### config.mk
export PLATFORM = sky130hd
export DESIGN_NAME = wb_result_select_pipe
export DESIGN_NICKNAME = d
export VERILOG_FILES = /design/src/rtl/wb_result_select_pipe.sv
export SDC_FILE = /design/constraint.sdc
export NUM_CORES = 1
export LEC_CHECK = 0
export BUFFER_PORTS_ARGS = -buffer_cell sky130_fd_sc_hd__buf_2
export CORE_MARGIN = 4
export CORE_UTILIZATION = 35
export DETAILED_ROUTE_END_ITERATION = 6
export PLACE_DENSITY = 0.63
export SLEW_MARGIN = 20
export SYNTH_ARGS = -nofsm -noshare
export SYNTH_HDL_FRONTEND = slang
export SYNTH_SLANG_ARGS = --single-unit
export TNS_END_PERCENT = 10
### constraint.sdc
create_clock -name clk -period 2.2 [get_ports clk]
set_input_delay 0.22 -clock clk [delete_from_list [all_inputs] [get_ports clk]]
set_output_delay 0.22 -clock clk [all_outputs]
set_load 0.01 [all_outputs]
### src/rtl/wb_result_select_pipe.sv
// Writeback result selector: picks one of NUM_IN candidates, formats load data,
// and holds results in an output register backed by a one-entry skid buffer.
module wb_result_select_pipe #(
    parameter int XLEN   = 32,
    parameter int NUM_IN = 8,
    parameter int SEL_W  = $clog2(NUM_IN),
    parameter int LD_IDX = 1
) (
    input  logic                   clk,
    input  logic                   rst_n,
    input  logic                   flush,
    input  logic                   in_valid,
    output logic                   in_ready,
    input  logic [NUM_IN*XLEN-1:0] in_data,
    input  logic [SEL_W-1:0]       in_sel,
    input  logic [4:0]             in_rd,
    input  logic [2:0]             in_ld_fmt,
    input  logic [1:0]             in_addr_lo,
    output logic                   out_valid,
    input  logic                   out_ready,
    output logic [XLEN-1:0]        out_result,
    output logic [4:0]             out_rd,
    output logic                   out_misalign
);

    localparam logic [2:0] F_LB  = 3'b000;
    localparam logic [2:0] F_LH  = 3'b001;
    localparam logic [2:0] F_LW  = 3'b010;
    localparam logic [2:0] F_LBU = 3'b100;
    localparam logic [2:0] F_LHU = 3'b101;

    typedef enum logic [1:0] {EMPTY, ONE, FULL} state_t;

    function automatic logic [XLEN-1:0] fmt_load(input logic [XLEN-1:0] cand,
                                                 input logic [2:0]      fmt,
                                                 input logic [1:0]      lo);
        logic [XLEN-1:0]    sh;
        logic signed [7:0]  b_s;
        logic signed [15:0] h_s;
        sh  = cand >> {lo, 3'b000};
        b_s = signed'(sh[7:0]);
        h_s = signed'(sh[15:0]);
        case (fmt)
            F_LB:    fmt_load = XLEN'(b_s);
            F_LBU:   fmt_load = {{(XLEN-8){1'b0}}, sh[7:0]};
            F_LH:    fmt_load = XLEN'(h_s);
            F_LHU:   fmt_load = {{(XLEN-16){1'b0}}, sh[15:0]};
            F_LW:    fmt_load = sh;
            default: fmt_load = cand;
        endcase
    endfunction

    function automatic logic is_misaligned(input logic [2:0] fmt, input logic [1:0] lo);
        is_misaligned = ((fmt == F_LH || fmt == F_LHU) && lo == 2'd3) ||
                        (fmt == F_LW && lo != 2'd0);
    endfunction

    logic [XLEN-1:0] cand_p0;
    logic [XLEN-1:0] res_p0;
    logic            mis_p0;

    logic [XLEN-1:0] skid_result_p1;
    logic [4:0]      skid_rd_p1;
    logic            skid_mis_p1;

    state_t state, state_nxt;
    logic   accept, drain;
    logic   ld_oreg_in, ld_oreg_skid, ld_skid;

    // ---- stage p0: candidate select and load formatting (combinational)
    always_comb begin
        cand_p0 = '0;
        for (int k = 0; k < NUM_IN; k++) begin
            if (in_sel == SEL_W'(k)) cand_p0 = in_data[k*XLEN +: XLEN];
        end
        res_p0 = cand_p0;
        mis_p0 = 1'b0;
        if (in_sel == SEL_W'(LD_IDX)) begin
            res_p0 = fmt_load(cand_p0, in_ld_fmt, in_addr_lo);
            mis_p0 = is_misaligned(in_ld_fmt, in_addr_lo);
        end
        if (in_rd == 5'd0) begin
            res_p0 = '0;
            mis_p0 = 1'b0;
        end
    end

    assign out_valid = (state != EMPTY);
    assign accept    = in_valid & in_ready;
    assign drain     = out_valid & out_ready;

    always_comb begin
        state_nxt    = state;
        ld_oreg_in   = 1'b0;
        ld_oreg_skid = 1'b0;
        ld_skid      = 1'b0;
        if (flush) begin
            state_nxt = EMPTY;
        end else begin
            case (state)
                EMPTY: if (accept) begin
                    state_nxt  = ONE;
                    ld_oreg_in = 1'b1;
                end
                ONE: begin
                    if (accept && drain) begin
                        ld_oreg_in = 1'b1;
                    end else if (accept) begin
                        state_nxt = FULL;
                        ld_skid   = 1'b1;
                    end else if (drain) begin
                        state_nxt = EMPTY;
                    end
                end
                FULL: if (drain) begin
                    state_nxt    = ONE;
                    ld_oreg_skid = 1'b1;
                end
                default: state_nxt = EMPTY;
            endcase
        end
    end

    // ---- stage p1: output register and skid buffer
    always_ff @(posedge clk or negedge rst_n) begin
        if (!rst_n) begin
            state    <= EMPTY;
            in_ready <= 1'b1;
        end else begin
            state    <= state_nxt;
            in_ready <= (state_nxt != FULL);
        end
    end

    always_ff @(posedge clk or negedge rst_n) begin
        if (!rst_n) begin
            out_result     <= '0;
            out_rd         <= '0;
            out_misalign   <= 1'b0;
            skid_result_p1 <= '0;
            skid_rd_p1     <= '0;
            skid_mis_p1    <= 1'b0;
        end else begin
            if (ld_oreg_in) begin
                out_result   <= res_p0;
                out_rd       <= in_rd;
                out_misalign <= mis_p0;
            end else if (ld_oreg_skid) begin
                out_result   <= skid_result_p1;
                out_rd       <= skid_rd_p1;
                out_misalign <= skid_mis_p1;
            end
            if (ld_skid) begin
                skid_result_p1 <= res_p0;
                skid_rd_p1     <= in_rd;
                skid_mis_p1    <= mis_p0;
            end
        end
    end

endmodule
# ---- Word level (Yosys, flattened, before mapping)
# Cells that the tools add are included.
dict set report totals {
  register_bits 79
  output_inout_bits 40
  elab_cells 74
}
dict set report classes {
  eq_ne 15
  shifts 1
  muxes 36
  bitwise_logic 2
  n_reduce_logical 12
}
# operator n
set ops {}
lappend ops {{$mux 32} 12}
lappend ops {{$pmux 32 s5} 1}
lappend ops {{$shr 32x5->32} 1}
lappend ops {{$eq 3x3->1 const B} 6}
lappend ops {{$mux 1} 13}
lappend ops {{$mux 2} 6}
lappend ops {{$mux 5} 2}
lappend ops {{$eq 3x2->1 const B} 3}
lappend ops {{$eq 3x1->1 const B} 2}
lappend ops {{$logic_not 3->1} 2}
lappend ops {{$pmux 2 s3} 1}
lappend ops {{$reduce_bool 2->1} 3}
lappend ops {{$logic_not 5->1} 1}
lappend ops {{$eq 2x2->1 const B} 2}
lappend ops {{$logic_and 1x1->1} 3}
lappend ops {{$and 1x1->1} 2}
lappend ops {{$eq 2x1->1 const B} 1}
lappend ops {{$logic_not 2->1} 1}
lappend ops {{$logic_or 1x1->1} 2}
lappend ops {{$ne 2x2->1 const B} 1}
lappend ops {{$pmux 1 s2} 1}

# ---- Logic depth before layout (Yosys ltp)
# Gate-level depths: netlist (run 1).
dict set report depth {
  word_depth 14
  mapped_depth 13
}

# ---- Worst setup path after synthesis (run 1)
# OpenSTA, ideal clock, no wires.
dict set report synth_path {
  path_type {input port to flip-flop}
  startpoint {in in_sel[1]}
  endpoint {reg skid_result_p1[4]}
  setup_ps 125
  arrival_ps 2237
  required_ps 2075
  setup_slack_ps -162
  stages 11
  path_buffers 6
  cell_sequence {buf_4 -> buf_4 -> buf_2 -> buf_2 -> buf_2 -> buf_2 -> mux2i_1 -> o22ai_1 -> a2111oi_0 -> nor3_1 -> mux2_2}
}
dict set report synth_between {
  elab_chain_cells 13
  elab_cells_between_ends 20
  classes_between {7 x eq/ne; 1 x shift; 11 x mux; 1 x reduce/logical}
}
# element line_no
set synth_lines {}
lappend synth_lines {{start, declared} 15} ;# input logic [SEL_W-1:0] in_sel,
lappend synth_lines {{$logic_not 3->1} 74} ;# if (in_sel == SEL_W'(k)) cand_p0 = in_data[k*XLEN +: XLEN];
lappend synth_lines {{$mux 32 (8 in series)} 74}
lappend synth_lines {{$shr 32x5->32} 40} ;# sh = cand >> {lo, 3'b000};
lappend synth_lines {{$pmux 32 s5} 43} ;# case (fmt)
lappend synth_lines {{$mux 32 *} 78} ;# if (in_sel == SEL_W'(LD_IDX)) begin
lappend synth_lines {{$mux 32 *} 82} ;# if (in_rd == 5'd0) begin
lappend synth_lines {{end signal, assigned} 154} ;# skid_result_p1 <= res_p0;
lappend synth_lines {{end, declared} 62} ;# logic [XLEN-1:0] skid_result_p1;
# Every way passes the cells marked *; elsewhere a longest branch is shown, timed or not.
# A chain may end at the register's enable or synchronous reset.

# ---- Worst setup path in the final report (run 1)
dict set report layout_path {
  startpoint {in in_sel[2]}
  endpoint {reg skid_result_p1[16]}
}
# Same word-level chain as after synthesis.

==> impl_metrics.json, run 1 <==
{
  "outcome": "complete, no violations",
  "grt_pass1_wl_um": 47800,
  "clock_latency_ps": 340,
  "met1_usage_pct": 36.3,
  "synth_edf_count": 0,
  "top_usage_layer": "met2",
  "worst_hold_slack_ps": 106,
  "slew_headroom_pct": 33.3,
  "min_path_type": "in2reg",
  "path_clk_slew_ps": 60,
  "synth-main-ff-cell": "dfrtp_1",
  "grt_pass1_vias": 8362,
  "fin_nets": 1486,
  "first_pass_iters": 5,
  "fmax_mhz": 466,
  "initial_utilization_pct": 35.5,
  "tritoncts": "yes",
  "synthArstFlopShare_pct": 100,
  "antenna_left": 0,
  "p_per_area_mw_per_mm2": 598,
  "die_area_mm2": 0.0212,
  "fillers": 1809,
  "fp.dieH_um": 146,
  "ys_seq_area_share_pct": 29.9,
  "antenna_found_initial": 6,
  "vias_per_cell": 5.63,
  "synth_most_common_cell": "nand2_1",
  "slew_viol_final": 0,
  "cts.path.max_buffers": 2,
  "vias": 8210,
  "fin_util_pct": 53.3,
  "setup_ws_ps": 53.5,
  "cts_root_buf": "clkbuf_16",
  "hold_viol_final": 0,
  "overflow": 0,
  "drt_iter0_drc": 506,
  "drive_above_1_share_pct": 46.8,
  "finClkSkew_ps": 6.81,
  "finalSetupViolCount": 0,
  "synth_seq_cells": 79,
  "routedWlPerCell_um": 21.6,
  "pwr-share-seq_pct": 33.9,
  "avgSynthCellArea_um2": 8.25,
  "netlist_area_mm2": 0.00662,
  "grt.total_usage_pct": 28.5,
  "critical_path_arrival_ps": 2370,
  "max-cap-violations": 0,
  "fin_crit_ps": 2150,
  "synthDominantCellAreaShare_pct": 29.5,
  "rows": 50,
  "dp_worst_setup_slack_ps": -436,
  "netlist_top_cells_area": "dfrtp_1 (29%), nand2_1 (6.2%), mux2i_1 (5.1%)",
  "power.leakage_nw": 4.88,
  "pin_count": 314,
  "synth_top_area_cell": "dfrtp_1",
  "switching_share_pct": 32.4,
  "met2_usage_pct": 49.9,
  "critPathKind": "in2reg",
  "use_met3_pct": 4.05,
  "finalSetupTns_ps": 0,
  "clkPwrFrac_pct": 29.6,
  "place_hpwl_um": 26000,
  "drt_wl_total_um": 31500,
  "synthCells": 802,
  "syn_nets": 1076,
  "synth_common_cells": "nand2_1 (110), dfrtp_1 (78), nor2_1 (62), o21ai_0 (49), a21oi_1 (48)",
  "pwr-share-comb_pct": 36.5,
  "critPathMaxFanout": 10,
  "ir_worst_vdd_mv": 0.402,
  "p_int_mw": 4.02,
  "synth_warnings": 0,
  "h-tree-depth": 3,
  "cts_buffers": 9,
  "worst_pin_slew_ps": 998,
  "synthDistinctLibCells": 77,
  "critPathLaunchType": "primary input",
  "required_ps": 2420,
  "grt_start_max_net_pins": 45,
  "gp_congestion": 0.938,
  "clock-sinks": 79,
  "core_mm2": 0.0186,
  "post-route-drc-count": 0,
  "p_sw_mw": 1.93,
  "port_buffers": 313,
  "period_share_pct": 97.6,
  "area_growth_pct": 50.2,
  "fp.dieW_um": 146,
  "cp-end-kind": "flop"
}
-- layout by cell type, fill, tap and decap left out, drive strengths merged, types with 6 or more instances in the layout --
| cell | synthesis | final |
|---|---|---|
| o22ai | 18 | 18 |
| nand3 | 14 | 14 |
| or2 | 6 | 6 |
| inv | 9 | 10 |
| a21o | 9 | 9 |
| a21oi | 48 | 48 |
| clkbuf | 36 | 10 |
| mux2i | 34 | 34 |
| nand2 | 110 | 110 |
| dfrtp | 78 | 78 |
| a221oi | 15 | 15 |
| o31ai | 15 | 15 |
| and2 | 6 | 6 |
| nor2 | 62 | 62 |
| nand2b | 15 | 15 |
| nor2b | 10 | 10 |
| a211oi | 8 | 8 |
| diode | 0 | 6 |
| a22oi | 48 | 48 |
| a22o | 11 | 11 |
| o21ai | 79 | 79 |
| buf | 35 | 469 |
| mux4 | 11 | 11 |
| nor3 | 15 | 15 |
| mux2 | 26 | 26 |
-- critical path, cell delays in order --
cell and delay, ps:
buf_6 130, buf_4 150, or2b_1 280, o22ai_2 140, a221oi_2 50, buf_4 170
a22oi_2 250, a211oi_4 110, or2_4 290, or3_1 330, a32o_1 250
-- repair_timing --
action,CTS,global route
setup endpoints to repair,30,38
gates cloned,0,0
resized for setup,5,27
endpoints found under the hold margin,42,0
setup buffers,1,1
hold buffers,1,0
pin swaps,0,5
-- power groups by stage --
| stage | clock, mW | sequential, mW | combinational [mW] |
|---|---|---|---|
| 5_1_grt | 1.85 | 2.06 | 2.36 |
| 2_1_floorplan | 0 | 2.06 | 1.02 |
| 4_1_cts | 1.79 | 2.01 | 2.14 |
| 3_3_place_gp | 0 | 2.02 | 2.10 |
| 6_report | 1.76 | 2.02 | 2.17 |
| 3_5_place_dp | 0 | 2.03 | 2.13 |
-- flip-flops by register name, indices dropped and copies added (netlist names) --
| signal | count |
|---|---|
| skid_rd_p1 | 5 |
| in_ready | 1 |
| skid_result_p1 | 32 |
| out_result | 32 |
| out_rd | 5 |
| state | 2 |
| skid_mis_p1 | 1 |
| out_misalign | 1 |
-- cells by family after synthesis --
| kind of cell | count (synthesis) | share of synthesized area [%] |
|---|---|---|
| AOI/OAI and AO/OA | 314 | 32.7 |
| xor gates and xnor gates | 1 | 0.132 |
| DFF | 79 | 29.9 |
| and+or+nand+nor | 257 | 17.9 |
| buffers and inverters | 80 | 6.05 |
| muxes | 71 | 13.3 |
-- per-layer routing --
metal  wire length [um]  up-vias
li1                   -     3859
met1              12900     3946
met2              15900      360
met3               1990       45
met4                783        0
met5                  0        -
-- path summary, 6_finish.rpt --
kind	from	endpoint	slack, ps	cells past startpoint
setup / recovery	in_sel[2]	skid_result_p1[16]	50	11
hold / removal	in_rd[4]	skid_rd_p1[4]	110	3
setup reg to reg	in_ready	skid_result_p1[20]	230	7
hold reg to reg	skid_rd_p1[2]	skid_rd_p1[2]	480	2
max in group asynchronous	rst_n	skid_result_p1[9]	1160	3
min in group asynchronous	rst_n	out_misalign	440	2
-- layout make-up --
type	instances	area (um^2)	share of cell area, %
timing repair buffer	470	2880	29.0
multi-input combinational	643	4380	44.1
clock buffer	10	239	2.40
sequential	79	1980	19.9
antenna	6	15.0	0.151
inverter	9	36.3	0.365
tap	234	293	2.94
clock inverter	6	116	1.17
-- metrics by stage --
step	cell area [um^2]	instances	power (mW)
2_1_floorplan	6670	802	3.09
3_3_place_gp	9420	1432	4.13
3_5_place_dp	9420	1432	4.16
4_1_cts	9810	1450	5.94
5_1_grt	9940	1456	6.27
6_report	9940	1457	5.95
No activity file was read; power rests on OpenSTA's default activity.
==> run 2, diff against run 1 <==
--- a/config.mk
+++ b/config.mk
@@ -6,6 +6,7 @@
 export NUM_CORES = 1
 export LEC_CHECK = 0
 export BUFFER_PORTS_ARGS = -buffer_cell sky130_fd_sc_hd__buf_2
+export CORE_ASPECT_RATIO = 0.5
 export CORE_MARGIN = 4
 export CORE_UTILIZATION = 35
 export DETAILED_ROUTE_END_ITERATION = 6
==> run 2 against run 1 <==
Net effect:
- via count down 1.2%
- largest cell class unchanged
- non-clock buffer count is 1 higher
- combinational power up 2%
- first-iteration DRC count is 29% higher
- critical endpoint is now out_result[3]
- clock power shrank 7%
- register-to-register slack worse by 70 ps
==> impl_metrics.json, run 2 (synthesized netlist as in run 1, its figures left out) <==
{
  "outcome": "complete, no violations",
  "slew_viol_final": 0,
  "critPathLaunchType": "primary input",
  "vias": 8111,
  "path_clk_slew_ps": 70,
  "cts_buffers": 9,
  "port_buffers": 313,
  "drive_above_1_share_pct": 46.9,
  "clock_latency_ps": 330,
  "fin_crit_ps": 2150,
  "reg2regPathDepth": 6,
  "fin_nets": 1487,
  "power.leakage_nw": 4.89,
  "core_mm2": 0.0185,
  "multi_input_area_mm2": 0.00439,
  "antenna_found_initial": 2,
  "place_hpwl_um": 24700,
  "first_pass_iters": 5,
  "fillers": 1812,
  "grt.total_usage_pct": 26.9,
  "top_regs": "out_result x32, skid_result_p1 x32",
  "required_ps": 2450,
  "cp-startpoint": "in_sel[1]",
  "critical_path_arrival_ps": 2390,
  "worst_pin_slew_ps": 957,
  "rows": 35,
  "routedWlPerCell_um": 20.5,
  "reg2reg_from": "in_ready",
  "worst_hold_slack_ps": 117,
  "slew_headroom_pct": 36.1,
  "min_path_type": "in2reg",
  "final_cell_mix": "buf_2 (309), buf_4 (144), nand2_1 (110), dfrtp_1 (78), nor2_1 (58)",
  "die_area_mm2": 0.0213,
  "pin_count": 314,
  "drt_wl_total_um": 30300,
  "h-tree-depth": 3,
  "max-cap-violations": 0,
  "fp.dieW_um": 202,
  "finClkSkew_ps": 7.00,
  "r2r_slack_ps": 160,
  "fp.dieH_um": 105,
  "period_share_pct": 97.6,
  "finalSetupViolCount": 0,
  "r2r_end": "skid_result_p1[22]",
  "drt_iter0_drc": 655,
  "antenna_left": 0,
  "clock-sinks": 79,
  "tritoncts": "yes",
  "cts_root_buf": "clkbuf_16",
  "critPathKind": "in2reg",
  "rsz0062_at_grt": "true",
  "ir_worst_vdd_mv": 0.386,
  "mostFrequentLayoutCell": "buf_2",
  "vias_per_cell": 5.49,
  "ff_latch_area_mm2": 0.00198,
  "p_per_area_mw_per_mm2": 586,
  "overflow": 0,
  "post-route-drc-count": 0,
  "area_growth_pct": 51.3,
  "hold_viol_final": 0,
  "grt_pass1_vias": 7925,
  "critPathMaxFanout": 13,
  "min_path_cells": 3,
  "gp_congestion": 0.931,
  "initial_utilization_pct": 35.8,
  "grt_pass1_wl_um": 45800,
  "endpoint": "out_result[3]",
  "cts.path.max_buffers": 2,
  "dp_worst_setup_slack_ps": -466,
  "grt_start_max_net_pins": 50,
  "setup_ws_ps": 52.9,
  "fmax_mhz": 466,
  "cp-end-kind": "flop"
}
## run 2: critical path, stage by stage
cell      delay, ps
buf_12          130
buf_12          140
nor2b_1         290
buf_4           220
a221oi_1         80
or2_2           290
a21oi_1         220
buf_4           190
buf_4           110
nor2_1           30
a21oi_1         120
o211ai_1        150
o21ai_0         190
## run 2: layout make-up
cell class / instances / share of cell area, %
Clock buffer: 10 / 2.39
Tap cell: 259 / 3.24
Antenna cell: 1 / 0.0250
Inverter: 9 / 0.387
Multi-Input combinational cell: 643 / 43.8
Timing Repair Buffer: 471 / 29.5
Sequential cell: 79 / 19.8
Clock inverter: 6 / 0.912
## run 2: timing repair
action	in CTS	in global routing
buffers inserted	0	2
hold buffers	1	0
hold endpoints to repair	46	0
pin swaps	0	13
resized for setup	5	30
gates cloned	0	2
endpoints found under the setup margin	37	53
## run 2: power by group
part	switching (mW)	internal [mW]
registers	0.209	1.81
logic	1.13	1.09
clock network	0.602	1.03
total	1.94	3.93
## run 2: worst min-delay path by stage
stage | from | slack (ps) | to
final | in_rd[1] | 120 | skid_rd_p1[1]
after global routing | in_rd[1] | 120 | skid_rd_p1[1]
after CTS | in_rd[1] | 120 | skid_rd_p1[1]
after detailed placement | rst_n | 280 | out_rd[3]
after global placement | rst_n | 260 | out_rd[1]
after floorplan | rst_n | -80 | out_misalign
## run 2: metrics by stage
| step | instance area (um^2) | utilization [%] | instances | TNS [ps] | power [mW] |
|---|---|---|---|---|---|
| detailed placement | 9450 | 51.1 | 1457 | -21050 | 4.18 |
| floorplan | 6670 | - | 802 | -106 | 3.09 |
| global route | 10000 | 54.2 | 1478 | -270 | 6.18 |
| global placement | 9450 | 51.1 | 1457 | -18160 | 4.14 |
| CTS | 9810 | 53.1 | 1474 | 0 | 5.82 |
| finish | 10000 | 54.2 | 1478 | 0 | 5.87 |
## run 2: routing by layer
layer / track usage [%] / share of wire (%) / vias to the layer above
li1: - / - / 3858
met1: 40.8 / 47 / 3916
met2: 42.1 / 45 / 321
met3: 3.60 / 6.5 / 14
met4: 3.24 / 0.62 / 2
met5: 0 / 0.043 / -
==> run 3, diff against run 2 <==
--- a/config.mk
+++ b/config.mk
@@ -5,12 +5,12 @@
 export SDC_FILE = /design/constraint.sdc
 export NUM_CORES = 1
 export LEC_CHECK = 0
+export ABC_AREA = 1
 export BUFFER_PORTS_ARGS = -buffer_cell sky130_fd_sc_hd__buf_2
-export CORE_ASPECT_RATIO = 0.5
 export CORE_MARGIN = 4
 export CORE_UTILIZATION = 35
 export DETAILED_ROUTE_END_ITERATION = 6
-export PLACE_DENSITY = 0.63
+export PLACE_DENSITY = 0.62
 export SLEW_MARGIN = 20
 export SYNTH_ARGS = -nofsm -noshare
 export SYNTH_HDL_FRONTEND = slang
==> run 3 against run 2 <==
Net effect:
- flip-flop and latch count unchanged
- global-route usage up 1.9 points
- via count up 9.6%
- worst setup slack improved by 140 ps
- critical endpoint is now skid_result_p1[12]
- clock skew grew 1.6 ps
- final cell count is 18% higher
==> impl_metrics.json, run 3 <==
{
  "layout.cells.non_filler": 1748,
  "min_path_cells": 2,
  "final_cell_mix": "nand2_1 (395), buf_2 (312), nand3_1 (196), inv_1 (114), dfrtp_1 (78)",
  "place_hpwl_um": 25900,
  "path_clk_slew_ps": 60,
  "synth_warnings": 0,
  "core_mm2": 0.0189,
  "worstHoldStart": "flush",
  "drt_wl_total_um": 31700,
  "r2r_end": "out_result[15]",
  "critical_path_arrival_ps": 2250,
  "vias": 8892,
  "cts_root_buf": "clkbuf_16",
  "critPathKind": "in2reg",
  "max-cap-violations": 0,
  "synthMuxAreaShare_pct": 0,
  "fillers": 2099,
  "synth_common_cells": "nand2_1 (395), nand3_1 (197), inv_1 (114), dfrtp_1 (78), nor2_1 (61)",
  "met2_usage_pct": 47.2,
  "avgSynthCellArea_um2": 5.94,
  "pin_count": 314,
  "synthCells": 1141,
  "post_cts_buffers": 0,
  "grt.total_usage_pct": 28.8,
  "syn_nets": 1415,
  "pwr-share-seq_pct": 36.7,
  "antenna_found_initial": 8,
  "r2r_slack_ps": 380,
  "reg2reg_from": "in_ready",
  "top_regs": "out_result x32, skid_result_p1 x32",
  "synthArstFlopShare_pct": 100,
  "first_pass_iters": 5,
  "critPathLaunchType": "primary input",
  "cpPeakStageDelay_ps": 270,
  "synth_most_common_cell": "nand2_1",
  "hold_viol_final": 0,
  "min_path_type": "in2reg",
  "period_share_pct": 91.4,
  "placed_cells": 1723,
  "netlist_area_mm2": 0.00678,
  "drt_iter0_drc": 524,
  "cp_slowest_cell": "nor3_2",
  "mostFrequentLayoutCell": "nand2_1",
  "grt_pass1_vias": 8876,
  "synth_top_area_cell": "dfrtp_1",
  "rsz0062_at_grt": "false",
  "top_usage_layer": "met2",
  "synth-main-ff-cell": "dfrtp_1",
  "holdPathEnd": "state[0]",
  "vias_per_cell": 5.09,
  "area_growth_pct": 38.6,
  "slew_headroom_pct": 46.4,
  "synth_edf_count": 0,
  "switching_share_pct": 35.4,
  "synthDominantCellAreaShare_pct": 28.8,
  "drive_above_1_share_pct": 31.6,
  "p_per_area_mw_per_mm2": 580,
  "netlist_top_cells_area": "dfrtp_1 (29%), nand2_1 (22%), nand3_1 (15%)",
  "clkPwrFrac_pct": 28.1,
  "rows": 50,
  "initial_utilization_pct": 35.9,
  "cts.path.max_buffers": 2,
  "path_cells": "buf_2, buf_4, nor3_2, buf_4, buf_12, o21ai_1, inv_1, buf_4, nand2_1, inv_4, nand2_1, nand3_1, nand2_1",
  "ir_worst_vdd_mv": 0.405,
  "grt_pass1_wl_um": 48800,
  "synth_top_family_by_area": "simple AND/OR/NAND/NOR gates",
  "overflow": 0,
  "finClkSkew_ps": 8.64,
  "synth-compound-area-share_pct": 9.65,
  "fin_nets": 1749,
  "clock_latency_ps": 340,
  "grt_start_max_net_pins": 64,
  "pwr-share-comb_pct": 35.2,
  "synth-adder-area-share_pct": 0,
  "ys_seq_area_share_pct": 29.2,
  "fp.dieH_um": 147,
  "clock-sinks": 79,
  "post-route-drc-count": 0,
  "critPathMaxFanout": 23,
  "synth_seq_cells": 79,
  "port_buffers": 313,
  "p_int_mw": 3.52,
  "synth-xor-area-share_pct": 0,
  "worst-path-stages": 13,
  "fmax_mhz": 497,
  "tritoncts": "yes",
  "die_area_mm2": 0.0217,
  "reg2regPathDepth": 7,
  "routedWlPerCell_um": 18.1,
  "slew_viol_final": 0,
  "finalSetupTns_ps": 0,
  "synthDistinctLibCells": 40,
  "finalSetupViolCount": 0,
  "path_buf_inv": 7,
  "worst_pin_slew_ps": 803,
  "power.leakage_nw": 5.11,
  "antenna_left": 0,
  "fp.dieW_um": 147,
  "met1_usage_pct": 37.2,
  "required_ps": 2440,
  "yosys.area_share.simple_pct": 50.0,
  "gp_congestion": 0.992,
  "h-tree-depth": 3,
  "cp-end-kind": "flop",
  "use_met3_pct": 7.13,
  "p_sw_mw": 1.93,
  "fin_crit_ps": 2010,
  "cts_buffers": 9,
  "outcome": "complete, no violations",
  "cpLargestDelayFamily": "buffers and inverters"
}
run 3: cell count changes after synthesis, moves of 34 or more:
cell     previous run  this run
nand4_1             1        38
inv_1               5       114
mux2i_1            34         0
nand3_1            13       197
nand2_1           110       395
a22oi_1            45         1
run 3: kinds of logic (layout without fill, tap and decap cells):
family,Yosys count,in the layout
buffers and inverters,189,528
AND/OR/NAND/NOR,757,757
flip-flops,79,79
other,0,8
AO/OA/AOI/OAI,116,116
run 3: repair_timing:
action / in CTS / in global routing
gates resized for setup: 0 / 2
endpoints found under the setup margin: 0 / 13
endpoints found under the hold margin: 34 / 0
hold buffers: 1 / 0
run 3: how the worst max path moves through the flow:
| stage | from | to | slack (ps) |
|---|---|---|---|
| detailed placement | in_sel[1] | skid_result_p1[12] | -230 |
| global placement | in_sel[1] | out_result[12] | -170 |
| floorplan | in_sel[0] | out_result[22] | 330 |
| finish | in_sel[1] | skid_result_p1[12] | 190 |
| CTS | in_sel[1] | skid_result_p1[12] | 130 |
| global route | in_sel[1] | out_result[2] | 40 |
run 3: routing by layer:
metal / share of wire, % / wire (um) / vias to the layer above
met3: 8.0 / 2540 / 59
met5: 0.10 / 32 / -
li1: - / - / 4369
met1: 42 / 13300 / 4077
met2: 47 / 14800 / 383
met4: 3.1 / 981 / 4
run 3: final cells by class:
class                   count  area (um^2)  share of cell area, %
multi-input cells         873         4070                   43.3
repair buffers            387         2230                   23.7
flip-flops and latches     79         1980                   21.1
inverters                 125          474                   5.05
well taps                 260          325                   3.46
clock buffers              10          239                   2.54
clock inverters             6         67.6                  0.719
diodes                      8         20.0                  0.213
run 3: worst reg2reg max path, cell delays in order, from the launching register on:
cell and delay (ps):
dfstp_2 520, nand2_1 110, nor4_4 300, inv_2 390, nand3_1 180, o21ai_0 100
inv_1 60, nand2_1 40
run 3: power by group through the flow:
| stage | registers (mW) | logic, mW | clock network, mW |
|---|---|---|---|
| after floorplan | 2.05 | 0.958 | 0 |
| after global placement | 2.02 | 1.89 | 0 |
| after detailed placement | 2.02 | 1.91 | 0 |
| after CTS | 2.00 | 1.92 | 1.56 |
| after global routing | 2.04 | 2.16 | 1.63 |
| final | 2.00 | 1.91 | 1.53 |
run 3: metrics by stage:
stage / area [um^2] / hold slack (ps) / power [mW] / utilization (%) / setup slack, ps
finish: 9400 / 121 / 5.45 / 49.7 / 190
global route: 9390 / 115 / 5.84 / 49.7 / 41.9
CTS: 9370 / 106 / 5.47 / 49.6 / 130
detailed placement: 9060 / 225 / 3.93 / 47.9 / -233
global placement: 9060 / 220 / 3.91 / 47.9 / -167
floorplan: 6780 / -75.6 / 3.01 / - / 327
